<file path="src/rtl/dac_pkg.sv">
// Shared DAC definitions: code width, serial frame length
// and the output-FSM state encoding.
package dac_pkg;

    localparam int DAC_DATA_W    = 12;
    localparam int DAC_FRAME_CYC = 49;

    typedef enum logic [1:0] {
        S_IDLE = 2'd0,
        S_WAIT = 2'd1,
        S_OUT  = 2'd2
    } state_t;

endpackage

</file>
<file path="src/rtl/dac_sync_fifo.sv">
// Synchronous FIFO with registered read port and an
// occupancy count for the DAC sample path.
module dac_sync_fifo
    import dac_pkg::*;
#(
    parameter int DATA_W = DAC_DATA_W,
    parameter int DEPTH  = 16,
    parameter int ADDR_W = $clog2(DEPTH)
) (
    input  logic              clk,
    input  logic              reset,
    input  logic              wr_en,
    input  logic [DATA_W-1:0] wr_data,
    input  logic              rd_en,
    output logic [DATA_W-1:0] rd_data,
    output logic              full,
    output logic              empty,
    output logic              dropped,
    output logic [ADDR_W:0]   fill_level
);

    logic [DATA_W-1:0] mem [DEPTH];
    logic [ADDR_W:0]   wr_cnt;
    logic [ADDR_W:0]   rd_cnt;
    logic              do_push;
    logic              do_pop;

    assign fill_level = wr_cnt - rd_cnt;
    assign empty      = (fill_level == '0);
    assign full       = (fill_level == (ADDR_W+1)'(DEPTH));
    assign do_pop     = rd_en && !empty;
    // A pop frees a slot this cycle, so a full FIFO may still accept.
    assign do_push    = wr_en && (!full || do_pop);
    assign dropped    = wr_en && !do_push;

    always_ff @(posedge clk) begin
        if (do_push)
            mem[wr_cnt[ADDR_W-1:0]] <= wr_data;
    end

    always_ff @(posedge clk or negedge reset) begin
        if (!reset) begin
            wr_cnt  <= '0;
            rd_cnt  <= '0;
            rd_data <= '0;
        end else begin
            if (do_push)
                wr_cnt <= wr_cnt + 1'b1;
            if (do_pop) begin
                rd_cnt  <= rd_cnt + 1'b1;
                rd_data <= mem[rd_cnt[ADDR_W-1:0]];
            end
        end
    end

endmodule

</file>
<file path="src/rtl/dac_sample_feeder.sv">
// Rate-controlled sample source feeding the DAC7611 serializer:
// FIFO, sample-period divider, output FSM and sticky event flags.
module dac_sample_feeder
    import dac_pkg::*;
#(
    parameter int DATA_W  = DAC_DATA_W,
    parameter int DEPTH   = 16,
    parameter int ADDR_W  = $clog2(DEPTH),
    parameter int DIV_W   = 16,
    parameter int MIN_DIV = 64
) (
    input  logic              clk,
    input  logic              reset,
    input  logic              enable,
    input  logic [DIV_W-1:0]  rate_div,
    input  logic              wr_en,
    input  logic [DATA_W-1:0] wr_data,
    output logic              wr_full,
    output logic [ADDR_W:0]   fill_level,
    output logic              out_valid,
    output logic [DATA_W-1:0] out_data,
    input  logic              out_ready,
    input  logic              flag_clr,
    output logic              overflow,
    output logic              underrun,
    output logic              late
);

    state_t           state;
    state_t           state_nx;
    logic [DIV_W-1:0] cnt;
    logic [DIV_W-1:0] period;
    logic [DIV_W-1:0] clamp_div;
    logic             loaded;
    logic             tick;
    logic             pop;
    logic             empty;
    logic             dropped;
    logic             under_set;
    logic             late_set;

    dac_sync_fifo #(
        .DATA_W (DATA_W),
        .DEPTH  (DEPTH),
        .ADDR_W (ADDR_W)
    ) u_fifo (
        .clk        (clk),
        .reset      (reset),
        .wr_en      (wr_en),
        .wr_data    (wr_data),
        .rd_en      (pop),
        .rd_data    (out_data),
        .full       (wr_full),
        .empty      (empty),
        .dropped    (dropped),
        .fill_level (fill_level)
    );

    assign clamp_div = (rate_div < DIV_W'(MIN_DIV)) ?
                       DIV_W'(MIN_DIV) : rate_div;
    assign tick = enable && (cnt == period - DIV_W'(1));

    // Period is sampled only at period boundaries or while idle.
    always_ff @(posedge clk or negedge reset) begin
        if (!reset) begin
            cnt    <= '0;
            period <= DIV_W'(MIN_DIV);
            loaded <= 1'b0;
        end else begin
            loaded <= 1'b1;
            if (!loaded || !enable || tick)
                period <= clamp_div;
            if (!enable || tick)
                cnt <= '0;
            else
                cnt <= cnt + DIV_W'(1);
        end
    end

    always_ff @(posedge clk or negedge reset) begin
        if (!reset)
            state <= S_IDLE;
        else
            state <= state_nx;
    end

    always_comb begin
        state_nx  = state;
        pop       = 1'b0;
        under_set = 1'b0;
        late_set  = 1'b0;
        out_valid = 1'b0;
        unique case (state)
            S_IDLE: begin
                if (enable)
                    state_nx = S_WAIT;
            end
            S_WAIT: begin
                if (!enable) begin
                    state_nx = S_IDLE;
                end else if (tick) begin
                    pop       = !empty;
                    under_set = empty;
                    state_nx  = S_OUT;
                end
            end
            S_OUT: begin
                out_valid = 1'b1;
                late_set  = tick;
                if (out_ready)
                    state_nx = enable ? S_WAIT : S_IDLE;
            end
            default: state_nx = S_IDLE;
        endcase
    end

    // Set has priority over clear.
    always_ff @(posedge clk or negedge reset) begin
        if (!reset) begin
            overflow <= 1'b0;
            underrun <= 1'b0;
            late     <= 1'b0;
        end else begin
            overflow <= dropped   | (overflow & ~flag_clr);
            underrun <= under_set | (underrun & ~flag_clr);
            late     <= late_set  | (late & ~flag_clr);
        end
    end

endmodule

</file>
<file path="config.mk">
export PLATFORM = sky130hd
export DESIGN_NAME = dac_sample_feeder
export DESIGN_NICKNAME = d
export VERILOG_FILES = /design/src/rtl/dac_pkg.sv /design/src/rtl/dac_sync_fifo.sv /design/src/rtl/dac_sample_feeder.sv
export SDC_FILE = /design/constraint.sdc
export NUM_CORES = 1
export LEC_CHECK = 0
export CAP_MARGIN = 20
export CORE_ASPECT_RATIO = 0.7
export CORE_MARGIN = 4
export CORE_UTILIZATION = 60
export DETAILED_ROUTE_END_ITERATION = 8
export PLACE_DENSITY = 0.8
export SYNTH_ARGS = -nofsm -noshare
export SYNTH_HDL_FRONTEND = slang
export SYNTH_SLANG_ARGS = --single-unit
</file>
<file path="constraint.sdc">
create_clock -name clk -period 12.1 [get_ports clk]
set_input_delay 2.42 -clock clk [delete_from_list [all_inputs] [get_ports clk]]
set_output_delay 2.42 -clock clk [all_outputs]
set_load 0.02 [all_outputs]
</file>
==> results.tsv <==
stage	metric	value	unit
logic_synthesis	netlist_area	11000	sq um
global_route	grt-ovfl-total	0	
global_route	grt_pass1_vias	6305	
timing	final_hold_viol_count	0	
global_route	antenna_found_initial	0	
critical_path	cpLargestDelayFamily	buffers and inverters	
critical_path	critPathMaxStageDelay	0.65	ns
flow_run	maxCapViolations	0	
placed_design	hpwl	16500	um
critical_path	path_cells	buf_4, inv_1, ha_1, nor2b_1, o21a_1, or3_1, and2_1, or4_1, inv_1, clkdlybuf4s50_1	
clock_network	cts_buffers	24	
placed_design	placed_cells	933	
logic_synthesis	yosys.area_share.simple	7.90	%
routing	post_drt_via_cell_ratio	6.52	
critical_path	crit_buf_inv	4	
timing	finalCritPeriodShare	54.5	%
layout	utilization	71.0	%
clock_network	clockBufferDepth	3	
critical_path	crit_path_end_kind	output port	
timing	finalSetupTns	0	ns
layout	nets	776	
critical_path	cp.arrival	4.18	ns
timing	maxSlewViolCount	0	
timing	finalSetupViolations	0	
timing	fin_skew	0.00978	ns
layout	fin_cells	985	
layout	final_common_cell	edfxtp_1	
logic_synthesis	ys_ff_latch	252	
global_route	grt_first_pass_wirelength	38100	um
worst_hold_path	hold_class	register to register	
logic_synthesis	synthMuxAreaShare	15.5	%
logic_synthesis	ys_seq_area_share	66.1	%
critical_path	crit_fanout	53	
clock_network	clk_latency	0.51	ns
critical_path	crit_top_cell	inv_1	
power	p_leak	0.00443	uW
routing	firstDrtPassIters	5	
logic_synthesis	ys_types	71	
logic_synthesis	avgSynthCellArea	16.7	sq um
timing	fin_crit	6.60	ns
status	status	completed	
critical_path	critPathSlowestCell	clkdlybuf4s50_1	
clock_network	cts.clk_slew.worst_paths	0.06	ns
layout	drive_gt1_share	22.9	%
timing	relSlewSlack	33.1	%
global_route	grt_max_degree	61	
floorplanning	die_h	121	um
critical_path	cp-start-kind	register	
layout	syn_to_final_growth	16.1	%
logic_synthesis	yosys.area_share.adder	1.43	%
logic_synthesis	synthFlopType	edfxtp_1	
routing	drc	0	
power	power	2130	uW
routing	ant_nets	0	
timing	worstMarginPinSlew	1.00	ns
placed_design	place.gp.congestion	0.872	
clock_network	cts_num_sinks	252	
clock_network	cts_root_buf	clkbuf_16	
routing	wl_per_cell	25.2	um
floorplanning	fp-row-count	41	
critical_path	crit_type	register to output port	
timing	max_freq	152	MHz
critical_path	crit_required	9.68	ns
logic_synthesis	syn_nets	703	
clock_network	htree_levels	1	
logic_synthesis	async_flop_share	23.8	%
routing	drt_iter0_drc	999	
floorplanning	ioPinCount	56	
clock_network	postCtsHoldBufs	0	
clock_network	cts_resized	0	
logic_synthesis	synth-xor-area-share	3.18	%
logic_synthesis	synth_compound_area_share	3.63	%
timing	rsz0062_at_grt	no	
clock_network	cts_setup_buffers	0	
clock_network	cts_tree	built	
logic_synthesis	ys_warn_count	0	
logic_synthesis	synth_top_family_by_area	multiplexers	
layout	final_cell_mix	192 x edfxtp_1, 60 x mux4_2, 57 x dfrtp_1, 54 x clkdlybuf4s50_1, 36 x nand2_1	
routing	vias	6423	
global_route	grt_usage	24.7	%
logic_synthesis	syn_inst	657	
placed_design	portBuffers	55	
floorplanning	die_w	170	um
power	powerDensity	167	nW/um^2
floorplanning	initial_core_util	61.1	%
logic_synthesis	synth-edff-count	192	
floorplanning	die-area	20600	sq um
floorplanning	core	18000	sq um
routing	totalWireLength	24800	um
power	vdd_drop_max	0.138	mV
timing	whs	0.491	ns
layout	nFillCells	1082	
[flip-flops by register name, indices dropped and copies added, names as in the netlist]
register and flops:
u_fifo.mem 192, cnt 16, period 16, u_fifo.rd_data 12, u_fifo.rd_cnt 5, u_fifo.wr_cnt 5, state 2, late 1
loaded 1, overflow 1, underrun 1
[stage by stage]
stage / worst slack, ns / area (sq um)
floorplan: 6.80 / 11000
global placement: 6.13 / 11800
detailed placement: 6.01 / 11900
CTS: 5.46 / 12700
global route: 5.35 / 12800
finish: 5.50 / 12800
[path summary, 6_finish.rpt]
kind | startpoint | to | slack [ns] | cells after the start
max | u_fifo.rd_cnt[1] | wr_full | 5.50 | 10
min | underrun | underrun | 0.49 | 1
max reg2reg | u_fifo.rd_cnt[1] | u_fifo.mem[7][1] | 7.58 | 13
min reg2reg | underrun | underrun | 0.49 | 1
max in group asynchronous | reset | u_fifo.rd_cnt[0] | 9.41 | 2
min in group asynchronous | reset | u_fifo.rd_data[8] | 2.08 | 2
[cells by family (layout without fill, tap and decap cells)]
kind of cell               Yosys count  in the layout
AOI/OAI and AO/OA                   49             49
xor gates and xnor gates            40             40
adders and majority gates           12             12
buffers and inverters               52            143
DFF                                252            252
muxes                               89             89
other                                1              2
and+or+nand+nor                    162            162
[worst reg2reg max path, cell delays in order, from the launching register on]
cell and delay (ns):
dfrtp_2 0.34, buf_4 0.59, inv_1 0.14, ha_1 0.32, nor2b_1 0.13, o21a_1 0.17
or3_1 0.33, and2_1 0.18, or4_1 0.58, inv_1 0.23, nor3_1 0.08, a21oi_1 0.58
nor2b_1 0.36, buf_6 0.24
[synthesized netlist by cell type (11+ instances only)]
master,count,area [sq um]
nor3_1,23,115
nor2_1,33,124
nand3_1,22,110
clkbuf_1,20,75.1
mux4_2,60,1350
xor2_1,20,175
inv_1,21,78.8
xnor2_1,20,175
ha_1,11,138
edfxtp_1,192,5770
dfrtp_1,59,1480
nand2_1,36,135
[metal layers]
metal	GRT usage (%)	share of wire [%]
met3	5.01	10
met4	3.42	1.5
met5	0	0
met2	35.9	45
met1	40.1	44
[layout make-up]
class	count	area (sq um)	area share, %
clock inverter	15	126	0.989
timing repair buffer	76	790	6.18
antenna	1	2.50	0.0196
sequential	252	7270	56.9
tap	236	295	2.31
clock buffer	29	651	5.09
multi-input combinational	353	3560	27.8
inverter	23	86.3	0.676
[report_power, final]
part / switching, uW / total (uW) / internal, uW / leakage (uW)
registers: 43.9 / 1060 / 1020 / 0.00250
clock network: 319 / 745 / 426 / 0.000385
logic: 197 / 323 / 126 / 0.00154
total: 560 / 2130 / 1570 / 0.00443
Note: power is estimated with default switching activity, not from simulation.
==> RTL edit 1, RTL diff (same settings) <==
Set the parameter `DIV_W` to 20 (it was 16).
--- a/src/rtl/dac_sample_feeder.sv
+++ b/src/rtl/dac_sample_feeder.sv
@@ -6,7 +6,7 @@
     parameter int DATA_W  = DAC_DATA_W,
     parameter int DEPTH   = 16,
     parameter int ADDR_W  = $clog2(DEPTH),
-    parameter int DIV_W   = 16,
+    parameter int DIV_W   = 20,
     parameter int MIN_DIV = 64
 ) (
     input  logic              clk,
Interface: changed (resized rate_div); port bits go from 56 to 60. The function was not compared with the original's and may differ.
==> RTL edit 1 against the original RTL <==
Routed wire length is 10% higher; final cell count grew 1.2%; final area grew 2.2%; total power fell by 2.3%; worst setup slack better by 0.075 ns; area after synthesis rose by 4.0%; sequential cell count up 8; via count up 4.9%; critical endpoint unchanged; largest cell class unchanged; highest routed layer unchanged.
==> RTL edit 1: results (changes against the original RTL) <==
- Hold Buf Count CTS: 0 (unchanged)
- Crit Path Max Fanout: 52 (was 53)
- Worst vdd ir: 131.5 uV (was 137.8 uV)
- Fill count: 1123 (was 1082)
- Worst-skew pair later-pin latency: 0.52 ns
- First-pass GRT wire length: 41820 um (was 38140 um)
- Largest net degree at the start of global routing: 69 (was 61)
- Clock skew: 0.01407 ns (was 0.009785 ns)
- Clock-pin slew on the worst setup and hold paths: 0.06 ns (about the same)
- Top FF cell, synth: edfxtp_1 (unchanged)
- Max incr delay on CP: 0.81 ns (was 0.65 ns)
- H-tree Lvls: 1 (unchanged)
- Synth area leaders: edfxtp_1, dfrtp_1, mux4_2 (unchanged)
- Fraction of registers with async set/reset: 0.2615 (was 0.2381)
- Via count: 6736 (was 6423)
- Worst Hold Class: register to register (unchanged)
- Post-synth EDFFs: 192 (unchanged)
- Clk Tree Root Cell: clkbuf_16 (unchanged)
- Status: complete, no violations (unchanged)
- P_int: 1.551 mW (was 1.568 mW)
- DR iter-0 viols: 833 (was 999)
- Total GRT Usage: 0.2608 (was 0.2467)
- Inserted Diodes: 0 (was 1)
- P&R area growth vs syn: 14.21% (was 16.15%)
- Worst-Margin Slew: 1.054 ns (was 1.003 ns)
- Share of cells above drive strength 1: 0.2076 (was 0.2286)
- Count of unique library cells instantiated by Yosys: 71 (unchanged)
- Total CTS buffers: 24 (unchanged)
- Initial antenna violation count: 0 (unchanged)
- CTS resizes: 0 (unchanged)
- Post-CTS setup buffers: 0 (unchanged)
- Port Buffers: 59 (was 55)
- Post-synthesis sequential area ratio: 0.6528 (was 0.6606)
- Half-perimeter wire length after placement: 18230 um (was 16460 um)
- First-pass DRT Iterations: 5 (unchanged)
- Slowest cell on crit path: dfrtp_4 (was clkdlybuf4s50_1)
- Static leakage: 4.580 nW (was 4.431 nW)
- Max reg flops: 192 (unchanged)
- Synth top cells by count: edfxtp_1, dfrtp_1, mux4_2 (was edfxtp_1, mux4_2, dfrtp_1)
- Placement Cell Area: 0.01229 sq mm (was 0.01190 sq mm)
- Nets@finish: 793 (was 776)
- Worst EP arrival: 4.10 ns (was 4.18 ns)
- Post-Syn Nets: 736 (was 703)
- Clk buf depth: 3 (unchanged)
- Final wirelength: 27300 um (was 24780 um)
- Routability cong.: 0.9414 (was 0.8722)
- Antenna-violating nets left: 0 (unchanged)
-- RTL edit 1: cell count changes after synthesis, sizes merged, moves of 7 or more --
cell   change
nor3b      +9
xnor2     +10
nor2      -23
dfrtp      +8
nand4      +9
and3      +16
nand2      -7
-- RTL edit 1: cell families (layout without fill, tap and decap cells) --
kind of cell / after synthesis / in the layout / share of synthesized area
AOI/OAI and AO/OA: 46 / 46 / 0.03424
xor gates and xnor gates: 47 / 47 / 0.03730
adders and majority gates: 12 / 12 / 0.01378
buffers and inverters: 56 / 131 / 0.02231
DFF: 260 / 260 / 0.6528
muxes: 93 / 93 / 0.1528
other: 1 / 1 / 0.0003278
and+or+nand+nor: 171 / 171 / 0.08641
-- RTL edit 1: critical path: cells and delay by family (launching register included) --
family          cells  cell delay (ns)
simple gates        3             0.98
flops               1             0.81
fa+ha+maj           2             0.81
buf+inv             2             0.83
compound gates      1             0.12
-- RTL edit 1: final timing paths --
path / startpoint / to / slack [ns] / cells after the start
worst max-delay path: u_fifo.rd_cnt[0] / wr_full / 5.58 / 8
worst min-delay path: u_fifo.rd_cnt[4] / u_fifo.rd_cnt[4] / 0.49 / 1
worst max register to register: period[0] / u_fifo.mem[5][5] / 7.82 / 8
worst min register to register: u_fifo.rd_cnt[4] / u_fifo.rd_cnt[4] / 0.49 / 1
max in group asynchronous: reset / u_fifo.rd_cnt[0] / 9.42 / 1
min in group asynchronous: reset / u_fifo.rd_data[7] / 2.02 / 1
-- RTL edit 1: metrics by stage --
step | std cells | worst slack (ns) | hold slack [ns]
after floorplan | 686 | 7.063 | 0.4607
after detailed placement | 951 | 6.096 | 0.4810
final | 997 | 5.578 | 0.4938
after global routing | 997 | 5.258 | 0.5291
after global placement | 951 | 6.230 | 0.4671
after CTS | 995 | 5.546 | 0.4943
-- RTL edit 1: routing by layer --
| metal | GRT usage | vias to the layer above | wire, um |
|---|---|---|---|
| met2 | 0.3852 | 421 | 11980 |
| li1 | - | 2834 | - |
| met4 | 0.04883 | 0 | 496 |
| met1 | 0.4122 | 3433 | 11940 |
| met3 | 0.05532 | 48 | 2876 |
| met5 | 0 | - | 0 |
-- RTL edit 1: area by class of cell --
type                       count  share of cell area
sequential                   260              0.5720
multi-input combinational    370              0.2921
clock buffer                  33             0.05095
timing repair buffer          66             0.04989
tap                          236             0.02260
clock inverter                11            0.006416
inverter                      21            0.006033
-- RTL edit 1: power groups by stage --
| stage | logic (mW) | registers (mW) | clock network (mW) |
|---|---|---|---|
| floorplan | 0.162 | 1.07 | 0 |
| global placement | 0.246 | 1.10 | 0 |
| detailed placement | 0.255 | 1.10 | 0 |
| CTS | 0.257 | 1.09 | 0.737 |
| global route | 0.282 | 1.09 | 0.779 |
| finish | 0.261 | 1.09 | 0.730 |
==> RTL edit 2, RTL diff (same flow settings) <==
Without the edit above. Reset style: synchronous (`reset`), changed in 4 clocked blocks.
--- a/src/rtl/dac_sync_fifo.sv
+++ b/src/rtl/dac_sync_fifo.sv
@@ -38,7 +38,7 @@
             mem[wr_cnt[ADDR_W-1:0]] <= wr_data;
     end
 
-    always_ff @(posedge clk or negedge reset) begin
+    always_ff @(posedge clk) begin
         if (!reset) begin
             wr_cnt  <= '0;
             rd_cnt  <= '0;
--- a/src/rtl/dac_sample_feeder.sv
+++ b/src/rtl/dac_sample_feeder.sv
@@ -61,7 +61,7 @@
     assign tick = enable && (cnt == period - DIV_W'(1));
 
     // Period is sampled only at period boundaries or while idle.
-    always_ff @(posedge clk or negedge reset) begin
+    always_ff @(posedge clk) begin
         if (!reset) begin
             cnt    <= '0;
             period <= DIV_W'(MIN_DIV);
@@ -77,7 +77,7 @@
         end
     end
 
-    always_ff @(posedge clk or negedge reset) begin
+    always_ff @(posedge clk) begin
         if (!reset)
             state <= S_IDLE;
         else
@@ -115,7 +115,7 @@
     end
 
     // Set has priority over clear.
-    always_ff @(posedge clk or negedge reset) begin
+    always_ff @(posedge clk) begin
         if (!reset) begin
             overflow <= 1'b0;
             underrun <= 1'b0;
Check against the original RTL: differs if reset is asserted again (counterexample within 4 cycles, from zero or initial values and one cycle with reset low); with reset held inactive, the same outputs for 10 cycles.
==> RTL edit 2 against the original RTL <==
Routed wire length down 7.1%; synthesized cell count increased by 0.46%; worst setup slack better by 0.28 ns; via count shrank 4.7%; final area decreased by 4.8%; final cell count decreased by 2.1%; sequential cell count is the same; area after synthesis is 3.9% lower; largest cell class unchanged.
Power is not compared: it rests on default switching activity, and its combinational part moved more than twofold at a synthesized area within 25%.
==> RTL edit 2: results (changes against the original RTL) <==
- Largest net degree at the start of global routing: 52 (was 61)
- Via count: 6119 (was 6423)
- Routability cong.: 0.9313 (was 0.8722)
- Final wirelength: 23020 um (was 24780 um)
- Rel. slew slack: 0.4487 (was 0.3314)
- Status: complete, no violations (unchanged)
- Adder-Cell Fraction of Synth Area: 0.01491 (was 0.01433)
- Critical R2R Launch: period[0] (was u_fifo.rd_cnt[1])
- Post-synthesis mux area share: 0.1534 (was 0.1549)
- Fraction of registers with async set/reset: 0 (was 0.2381)
- Synth Area in Compound Gates: 0.03882 (was 0.03627)
- Share of cells above drive strength 1: 0.1610 (was 0.2286)
- First-pass GRT wire length: 35830 um (was 38140 um)
- Total power: 1.784 mW
- Critical path origin: u_fifo.rd_cnt[2] (was u_fifo.rd_cnt[1])
- Mapped Cells: 660 (was 657)
- Inserted Diodes: 0 (was 1)
- Total GRT Usage: 0.2347 (was 0.2467)
- Count of unique library cells instantiated by Yosys: 62 (was 71)
- Slowest cell on crit path: dfxtp_1 (was clkdlybuf4s50_1)
- Non-Filler Instances: 964 (was 985)
- Synth top cells by count: edfxtp_1, dfxtp_1, mux4_2 (was edfxtp_1, mux4_2, dfrtp_1)
- Crit Path Max Fanout: 15 (was 53)
- Post-synthesis sequential area ratio: 0.6589 (was 0.6606)
- DR iter-0 viols: 714 (was 999)
- Share of the synthesized area in the top cell type: 0.5453 (was 0.5240)
-- RTL edit 2: worst paths after layout --
kind | slack (ns) | cells past startpoint | end
worst max-delay path | 5.79 | 8 | wr_full
worst min-delay path | 0.48 | 2 | overflow
worst max register to register | 7.61 | 10 | u_fifo.mem[2][8]
worst min register to register | 0.48 | 2 | overflow
-- RTL edit 2: per-layer routing --
layer	wire (um)	GRT usage	vias to the layer above
met5	0	0	-
met4	240	0.04292	0
met3	2362	0.05242	26
met2	10130	0.3353	322
met1	10290	0.3790	3094
li1	-	-	2677
-- RTL edit 2: layout make-up --
class	instances	area, sq um
Sequential cell	252	6972
Fill cell	1109	5050
Multi-Input combinational cell	359	3408
Clock buffer	31	658.1
Timing Repair Buffer	63	645.6
Tap cell	231	289.0
Clock inverter	11	130.1
Inverter	17	63.81
-- RTL edit 2: metrics by stage --
step,worst slack (ns),area [sq um]
floorplan,6.994,10570
global route,5.674,12170
global placement,6.510,11310
CTS,5.828,12100
detailed placement,6.407,11310
finish,5.786,12170
